**src/rtl/nihilist_encrypt_stream.sv**
```systemverilog
// Streaming Nihilist-cipher encryptor: Polybius-square codes of plaintext and key summed per character.
// Optional J-to-I folding is selected with the NIHILIST_J_FOLD_EN macro.
module nihilist_encrypt_stream #(
  parameter int unsigned SEC_LEN = 9
) (
  input  logic       clk,
  input  logic       rst,
  input  logic       in_valid,
  output logic       in_ready,
  input  logic [7:0] in_char,
  input  logic       in_last,
  output logic       out_valid,
  input  logic       out_ready,
  output logic [7:0] out_code,
  output logic       out_last,
  output logic       out_err,
  input  logic       key_we,
  input  logic [3:0] key_addr,
  input  logic [7:0] key_data,
  output logic       busy
);

  localparam int unsigned KEY_DEPTH = 16;
  localparam logic [3:0]  KIDX_MAX  = 4'(SEC_LEN - 1);

  typedef enum logic {IDLE, MSG} state_t;

  // Square position as row*10+col; zero marks a character outside the square.
  function automatic logic [7:0] sq_code(input logic [7:0] c);
    case (c)
      "M": sq_code = 8'd11;  "A": sq_code = 8'd12;  "T": sq_code = 8'd13;
      "E": sq_code = 8'd14;  "I": sq_code = 8'd15;
      "B": sq_code = 8'd21;  "C": sq_code = 8'd22;  "D": sq_code = 8'd23;
      "F": sq_code = 8'd24;  "G": sq_code = 8'd25;
      "H": sq_code = 8'd31;  "K": sq_code = 8'd32;  "L": sq_code = 8'd33;
      "N": sq_code = 8'd34;  "O": sq_code = 8'd35;
      "P": sq_code = 8'd41;  "Q": sq_code = 8'd42;  "R": sq_code = 8'd43;
      "S": sq_code = 8'd44;  "U": sq_code = 8'd45;
      "V": sq_code = 8'd51;  "W": sq_code = 8'd52;  "X": sq_code = 8'd53;
      "Y": sq_code = 8'd54;  "Z": sq_code = 8'd55;
`ifdef NIHILIST_J_FOLD_EN
      "J": sq_code = 8'd15;
`endif
      default: sq_code = 8'd0;
    endcase
  endfunction

  // Default key "PARASCHIV", padded with 'A' beyond its length.
  function automatic logic [7:0] def_key(input int unsigned i);
    case (i)
      0: def_key = "P";  1: def_key = "A";  2: def_key = "R";
      3: def_key = "A";  4: def_key = "S";  5: def_key = "C";
      6: def_key = "H";  7: def_key = "I";  8: def_key = "V";
      default: def_key = "A";
    endcase
  endfunction

  state_t     state;
  logic [3:0] kidx;
  logic [7:0] key [KEY_DEPTH];

  logic       accept;
  logic [7:0] char_code;
  logic [7:0] key_code;
  logic [7:0] sum_code;
  logic       sum_err;
  logic       key_wr_ok;

  assign in_ready = !out_valid || out_ready;
  assign accept   = in_valid && in_ready;
  assign busy     = (state == MSG);

  // Ciphertext for the character being offered this cycle.
  always_comb begin
    char_code = sq_code(in_char);
    key_code  = sq_code(key[kidx]);
    sum_err   = (char_code == 8'd0) || (key_code == 8'd0);
    sum_code  = 8'd0;
    if (char_code != 8'd0) sum_code = char_code + key_code;
    key_wr_ok = key_we && (state == IDLE) && !accept && (32'(key_addr) < SEC_LEN);
  end

  always_ff @(posedge clk) begin
    if (rst) begin
      state     <= IDLE;
      kidx      <= 4'd0;
      out_valid <= 1'b0;
      out_code  <= 8'd0;
      out_last  <= 1'b0;
      out_err   <= 1'b0;
      for (int i = 0; i < KEY_DEPTH; i++) key[i] <= def_key(i);
    end else begin
      if (key_wr_ok) key[key_addr] <= key_data;

      if (accept) begin
        out_valid <= 1'b1;
        out_code  <= sum_code;
        out_last  <= in_last;
        out_err   <= sum_err;
        // Index restarts per message so the decryptor stays aligned.
        if (in_last || kidx == KIDX_MAX) kidx <= 4'd0;
        else                             kidx <= kidx + 4'd1;
        case (state)
          IDLE:    if (!in_last) state <= MSG;
          MSG:     if (in_last)  state <= IDLE;
          default: state <= IDLE;
        endcase
      end else if (out_ready) begin
        out_valid <= 1'b0;
      end
    end
  end

endmodule

```
**config.mk**
```make
export PLATFORM = sky130hd
export DESIGN_NAME = nihilist_encrypt_stream
export DESIGN_NICKNAME = d
export VERILOG_FILES = /design/src/rtl/nihilist_encrypt_stream.sv
export SDC_FILE = /design/constraint.sdc
export NUM_CORES = 1
export LEC_CHECK = 0
export BUFFER_PORTS_ARGS = -buffer_cell sky130_fd_sc_hd__buf_4
export CORE_MARGIN = 4
export CORE_UTILIZATION = 68
export CTS_BUF_LIST = sky130_fd_sc_hd__clkbuf_4
export DETAILED_ROUTE_END_ITERATION = 8
export GPL_ROUTABILITY_DRIVEN = 0
export MAX_ROUTING_LAYER = met4
export PLACE_DENSITY_LB_ADDON = 0.15
export SLEW_MARGIN = 25
export SYNTH_ARGS = -nofsm -noshare
export SYNTH_HDL_FRONTEND = slang
export SYNTH_SLANG_ARGS = --single-unit
```
**constraint.sdc**
```tcl
create_clock -name clk -period 7.59 [get_ports clk]
set_clock_uncertainty 0.05 [all_clocks]
set_input_delay 0.3795 -clock clk [delete_from_list [all_inputs] [get_ports clk]]
set_output_delay 0.3795 -clock clk [all_outputs]
set_load 0.02 [all_outputs]
```
==> summary.md, run 1 <==
| Metric | Value |
|---|---|
| Fin nets | 671 |
| Placed Cells | 750 |
| Port bufs | 37 |
| Worst slew margin | 36.0% |
| Ys async rst share | 0% |
| MaxCap Viol Count | 0 |
| Seq pwr share | 56.9% |
| Critical-path cell list | buf_4, mux4_2, nand2_1, nand4_1, nor2_1, a22o_1, a21oi_1, a21oi_1, ha_1, inv_1, fa_1, nor2b_1, o21ai_0, nand2b_1, a21o_1, a21oi_1, or3_1, a21oi_1 |
| Yosys reg bits | about 150 |
| # clock sinks | 147 |
| Synth Flop Type | edfxtp_1 |
| Post-synth cell types | 63 |
| Final setup fails | 0 |
| Netlist Area Pre-Place | a little over 7000 sq um |
| Ant diodes | 0 |
| Final Hold Vio Count | 0 |
| Global-route wire length before repair | 23400 um |
| Vias in the first global route | 4565 |
| WL/cell | between 15 and 20 um |
| Die Y | 110 um |
| Via count | 4644 |
| Family with the most delay on the worst path | simple AND/OR/NAND/NOR gates |
| Seq/Total Area, Yosys | 59.8% |
| RSZ-0062 raised after global routing | false |
| Finished Layout Cells | a little under 800 |
| Period utilisation layout | 59.0% |
| Crit-path max FO | 37 |
| Max Slew Vio Count | 0 |
| Clock buffer count from CTS | 17 |
| Post-CTS resize count | 0 |
| Skew-Pair Late Insertion Delay | 530 ps |
| Pleak | 0.00292 uW |
| Synth Warn # | 0 |
| Iter 0 DRT Violations | 453 |
| Setup Crit Path Kind | flip-flop to flip-flop |
| Core outline area | 9950 sq um |
| DR vias/cell | a little under 6 |
| Mean Syn Cell Area | 12.6 sq um |
| Internal power | 1260 uW |
| Clk pin slew, worst setup/hold paths | 130 ps |
| Final instance area | 7860 sq um |
| Logic pwr share | 11.4% |
| Root Buffer Master | clkbuf_4 |
| EDFF count, synth | ~130 |
| CTS tree | done |
| Initial antenna violation count | 0 |
| I/O Pins | 39 |
| Growth of design area from synthesis to finish | 11.3% |
| Max incr delay on CP | ~580 ps |
| Post-Synthesis Cells | 559 |
| Die X | around 110 um |
| Worst path slowest cell | mux4_2 |
| DP Wirelength | 9910 um |
| Min cycle time layout | 4480 ps |
| DR DRC count | 0 |
| CTS H-Tree Depth | 4 |
| Worst setup SP type | flip-flop |
| Starting density of the core | 70.9% |
| Setup TNS | 0 ps |
| Post-DP Area | 7550 sq um |
| Power Dens Cells | 210 nW/um^2 |
| DR pass1 iterations | 5 |
| Hold crit path type | input pin to flip-flop |
| CP Capture Type | flip-flop |
| Overflow after GRT | 0 |
| CP bufs+invs | 2 |
| Switching Fraction | about a quarter |
| Status | finished, final reports clean |
| # hold bufs at CTS | 0 |
| Achievable Freq | 223 MHz |
| Layout cells sized above 1 | between 10% and 20% |
| Die area | 12100 sq um |
| Crit-path most repeated cell | a21oi_1 |
| Antenna viol nets, final | 0 |
| CTS Buffer Depth | 2 |
| Switching Power | 390 uW |
| Overall global routing resource usage | 27.2% |
| Final WL | 14500 um |
| Row count | 36 |
| CP required | 8000 ps |
| Slew @ Worst Pin | 960 ps |
| Clock power share | between 30% and 40% |
| Post-CTS Setup Repair Bufs | 0 |
| Maximum vdd ir drop | 157 uV |
| Pin count of the biggest net entering global routing | 80 |
| Worst Path Arrival | 4890 ps |
cells in the mapped netlist (7+ instances only):
library cell,instances,area [sq um]
inv_1,19,71.3
or2_2,10,62.6
or3_1,18,113
and2_1,51,319
clkbuf_1,26,97.6
ha_1,8,100
buf_2,7,35.0
edfxtp_1,128,3840
nor2_1,35,131
o21ai_0,18,90.1
a21oi_1,34,170
nor3_1,11,55.1
mux4_2,21,473
dfxtp_1,19,380
nand2b_1,21,131
nand2_1,36,135
nor2b_1,7,43.8
final timing paths:
path | endpoint | from | slack (ps) | cells past startpoint
max | out_code[6]$_SDFFE_PP0P_ | flip-flop | 3110 | 18
min | out_valid$_SDFFE_PP0P_ | in_valid | 60 | 3
max reg2reg | out_code[6]$_SDFFE_PP0P_ | flip-flop | 3110 | 18
min reg2reg | out_last$_SDFFE_PP0P_ | out_last$_SDFFE_PP0P_ | 420 | 2
routing by layer:
metal	vias up	global-route usage, %	routed length (um)
li1	2173	-	-
met1	2249	34.4	5780
met2	189	43.8	7370
met3	33	5.34	991
met4	0	10.5	355
met5	-	-	0
cell usage in the layout (no fill, tap or decap), drive strengths merged, types with 6 or more instances in the layout:
master  synthesis  final
edfxtp        128    128
nor2           35     35
nor2b           7      7
ha              8      8
buf            12     41
and2           51     51
o21ai          19     19
a21oi          34     34
a22oi           6      6
clkinv          0      6
nand2          36     36
nor3           12     12
or3            18     18
dfxtp          19     19
conb            2     57
nand2b         21     21
mux4           23     23
clkbuf         26     18
inv            19     19
or2            10     10
registers in the layout (all words and copies together), names as in the netlist, named ones only:
register,count
key,128
out_code,7
kidx,4
busy,1
out_err,1
out_last,1
out_valid,1
cells by family (layout without fill, tap and decap cells):
group	count (synthesis)	in the layout	share of synthesized area (%)
adders and majority gates	9	9	1.70
AOI/OAI and AO/OA	99	99	9.22
DFF	147	147	59.8
and+or+nand+nor	210	210	16.5
buffers and inverters	57	90	3.63
other	2	57	0.106
muxes	28	28	8.15
xor gates and xnor gates	7	7	0.869
worst min-delay path, delay by kind of cell:
| family | cells | cell delay, ps |
|---|---|---|
| AOI/OAI and AO/OA | 1 | 50 |
| buffers and inverters | 2 | 170 |
final cells by class:
type | instances | area [sq um]
Sequential cell | 147 | 4230
Multi-Input combinational cell | 410 | 2780
Fill cell | 598 | 2100
Timing Repair Buffer | 41 | 308
Tap cell | 133 | 166
Clock inverter | 12 | 165
Clock buffer | 18 | 135
Inverter | 19 | 71.3
metrics by stage:
| step | setup slack, ps | hold slack [ps] | util (%) | power, uW |
|---|---|---|---|---|
| final | 3110 | 62.1 | 78.9 | 1650 |
| after global routing | 2750 | 38.2 | 78.9 | 1710 |
| after CTS | 3110 | 28.2 | 78.9 | 1650 |
| after detailed placement | 3070 | 408 | 75.9 | 1140 |
| after global placement | 3320 | 394 | 75.9 | 1130 |
| after floorplan | 3830 | 430 | - | 1090 |
power groups by stage:
stage,sequential [uW],combinational (uW),clock [uW]
2_1_floorplan,952,137,0
3_3_place_gp,953,179,0
3_5_place_dp,957,184,0
4_1_cts,938,185,526
5_1_grt,942,206,563
6_report,938,188,521
Power figures use the tool's default switching activity.
==> inputs of run 2 (changes only) <==
--- a/config.mk
+++ b/config.mk
@@ -5,9 +5,10 @@
 export SDC_FILE = /design/constraint.sdc
 export NUM_CORES = 1
 export LEC_CHECK = 0
+export ABC_AREA = 1
 export BUFFER_PORTS_ARGS = -buffer_cell sky130_fd_sc_hd__buf_4
 export CORE_MARGIN = 4
-export CORE_UTILIZATION = 68
+export CORE_UTILIZATION = 64
 export CTS_BUF_LIST = sky130_fd_sc_hd__clkbuf_4
 export DETAILED_ROUTE_END_ITERATION = 8
 export GPL_ROUTABILITY_DRIVEN = 0
==> constraint.sdc (replaced) <==
create_clock -name clk -period 4.3 [get_ports clk]
set_clock_uncertainty 0.05 [all_clocks]
set_input_delay 0.215 -clock clk [delete_from_list [all_inputs] [get_ports clk]]
set_output_delay 0.215 -clock clk [all_outputs]
set_load 0.02 [all_outputs]
==> run 2 against run 1 <==
Global-route usage down 0.98 points; flip-flop and latch count is the same; combinational power increased by 90%; count of clock-buffer cells in the layout down 1; worst setup slack lost 2400 ps; wire length rose by 12%; non-clock buffer count is 6 higher; sequential power up 76%; largest power group unchanged; largest cell class unchanged; area after synthesis rose by 7.2%; via count increased by 30%; utilization is 5.8 points lower; cell area is 7.2% higher.
==> summary.md, run 2 <==
| Metric | Value |
|---|---|
| EDFF count, synth | ~130 |
| Layout cells sized above 1 | 9.12% |
| Overflow after GRT | 0 |
| Yosys reg bits | around 150 |
| DP Wirelength | 11100 um |
| Crit-path max FO | 41 |
| Top Registers | key (128), out_code (7), kidx (4) |
| DR vias/cell | 5.23 |
| Register Area | 4230 sq um |
| Fin nets | 1031 |
| Commonest non-fill, non-tap cell in the layout | nand2_1 |
| Pin count of the biggest net entering global routing | 68 |
| Growth of design area from synthesis to finish | 11.4% |
| Cell with the most instances after synthesis | nand2_1 |
| Core outline area | 11500 sq um |
| Vias in the first global route | 5559 |
| DR DRC count | 0 |
| Most frequent cells after synthesis | 278 x nand2_1, 129 x inv_1, 128 x edfxtp_1 |
| Power Dens Cells | about 350 nW/um^2 |
| Skew-Pair Late Insertion Delay | 600 ps |
| Slew @ Worst Pin | 817 ps |
| Global-route wire length before repair | 26400 um |
| Max Slew Vio Count | 0 |
| Iter 0 DRT Violations | 601 |
| Die X | around 120 um |
| Setup TNS | 0 ps |
| Root Buffer Master | clkbuf_4 |
| # clock sinks | 147 |
| RSZ-0062 raised after global routing | false |
| Worst slew margin | 45.6% |
| Final WL | between 15000 and 20000 um |
| CP required | 4770 ps |
| CTS Buffer Depth | 2 |
| Final Hold Vio Count | 0 |
| Clk pin slew, worst setup/hold paths | approximately 130 ps |
| Share of the synthesized area in the top cell type | 50.8% |
| Area leader, netlist | edfxtp_1 |
| Initial antenna violation count | 0 |
| I/O Pins | 39 |
| Most frequent cells in the layout | 278 x nand2_1, 129 x inv_1, 128 x edfxtp_1 |
| Overall global routing resource usage | 26.2% |
| Starting density of the core | 65.7% |
| Ranking of synthesized cells by area | edfxtp_1 51%, nand2_1 14%, inv_1 6.4% |
| Hold crit path type | input pin to flip-flop |
| Mean Syn Cell Area | between 8 and 9 sq um |
| Die area | 13600 sq um |
| Post-Synthesis Cells | 907 |
| Antenna viol nets, final | 0 |
| Synth Flop Type | edfxtp_1 |
| Row count | 39 |
| Fillers | 876 |
| Largest register FFs | 128 |
| Status | finished, final reports clean |
| CTS tree | done |
| Die Y | around 120 um |
| Clock buffer count from CTS | 17 |
| Seq/Total Area, Yosys | between 50% and 60% |
| Final setup fails | 0 |
| MaxCap Viol Count | 0 |
| Port bufs | 37 |
| Netlist Area Pre-Place | between 7000 and 8000 sq um |
| Synth Warn # | 0 |
| Area of the multi-input gates | around 2800 sq um |
| Min cycle time layout | 3600 ps |
| DR pass1 iterations | 5 |
| Post-synth cell types | between 40 and 50 |
| Ys async rst share | 0% |
| Worst Path Arrival | 4070 ps |
| Period utilisation layout | 83.7% |
| Setup Crit Path Kind | flip-flop to flip-flop |
| Via count | about 6000 |
| Worst setup SP type | flip-flop |
| WL/cell | 14.1 um |
| Ant diodes | 0 |
| Top reg by flops | key |
| Achievable Freq | 278 MHz |
| CTS H-Tree Depth | 4 |
| Pleak | 0.00386 uW |
| CP Capture Type | flip-flop |
| Maximum vdd ir drop | 373 uV |
| Final core utilization | about three quarters |
==> run 2: cell count changes in the layout (fill, tap and decap cells not counted), sizes merged, moves of 10 or more <==
cell    before  now
and2        51    0
nand2       36  283
inv         19  138
nor2        35  125
mux4        23    0
o21ai       19   29
nand2b      21    0
or3         18    0
nand3        1   86
a21oi       34   20
==> run 2: critical path: stages, from the launching register on <==
cell	delay, ps
dfxtp_2	560
buf_12	250
nand2_1	70
nand2_1	80
nand2_1	70
nand3_1	100
nand3_1	100
nand2_2	140
inv_1	70
nand2_1	110
nor2_1	90
o21ai_1	310
nand2_1	80
nor3_1	160
nand3_1	100
ha_1	350
a21oi_1	140
nand2_1	80
nand2_1	80
nand2_1	50
a21oi_1	140
xor2_1	160
nand2_1	70
a21oi_1	110
==> run 2: power by group <==
| group | internal [uW] | total [uW] | leakage [uW] | switching (uW) |
|---|---|---|---|---|
| combinational | 113 | 357 | 0.00233 | 243 |
| sequential | 1620 | 1650 | 0.00139 | 24.8 |
| clock | 359 | 913 | 0.000147 | 554 |
==> run 2: worst paths after layout <==
| check | startpoint | end | slack, ps | cells past startpoint |
|---|---|---|---|---|
| setup / recovery | flip-flop | out_code[5]$_SDFFE_PP0P_ | 700 | 23 |
| hold / removal | key_addr[3] | key[8][2]$_SDFFCE_PN1P_ | 60 | 4 |
| setup reg to reg | flip-flop | out_code[5]$_SDFFE_PP0P_ | 700 | 23 |
| hold reg to reg | out_code[3]$_SDFFE_PP0P_ | out_code[3]$_SDFFE_PP0P_ | 420 | 2 |
==> run 2: final cells by class <==
cell class                      instances  share of cell area (%)
Sequential cell                       147                    50.2
Multi-Input combinational cell        643                    33.3
Inverter                              140                    6.33
Timing Repair Buffer                   47                    4.52
Tap cell                              143                    2.12
Clock inverter                         15                    2.03
Clock buffer                           17                    1.51
==> run 2: through the flow <==
stage	setup WS [ps]	instances	hold slack, ps	area (sq um)	power (uW)
after global routing	296	1152	46.1	8420	3060
after CTS	755	1152	21.3	8420	2930
final	699	1152	56.4	8420	2920
after detailed placement	799	1114	408	8070	2030
after global placement	874	1114	404	8070	2020
after floorplan	1420	962	311	7770	1940
==> run 2: cells by family (layout without fill, tap and decap cells) <==
group                      Yosys count  count (layout)  share of synthesized area [%]
and+or+nand+nor                    518             518                           28.3
buffers and inverters              172             219                           9.76
DFF                                147             147                           55.8
AOI/OAI and AO/OA                   56              56                           4.05
adders and majority gates            9               9                           1.59
xor gates and xnor gates             3               3                          0.347
other                                2              57                         0.0993
==> run 2: what timing repair did <==
action | CTS | global route
hold endpoints to repair | 24 | 0
buffers inserted | 0 | 0
hold buffers | 6 | 0
gates resized for setup | 0 | 0
setup endpoints to repair | 0 | 0
==> run 2: per-layer routing <==
layer | GRT usage (%) | vias to the layer above | part of all wire, %
li1 | - | 3014 | -
met1 | 32.7 | 2753 | 42
met2 | 41.8 | 225 | 49
met3 | 6.79 | 38 | 6.7
met4 | 9.25 | 0 | 2.2
met5 | - | - | 0
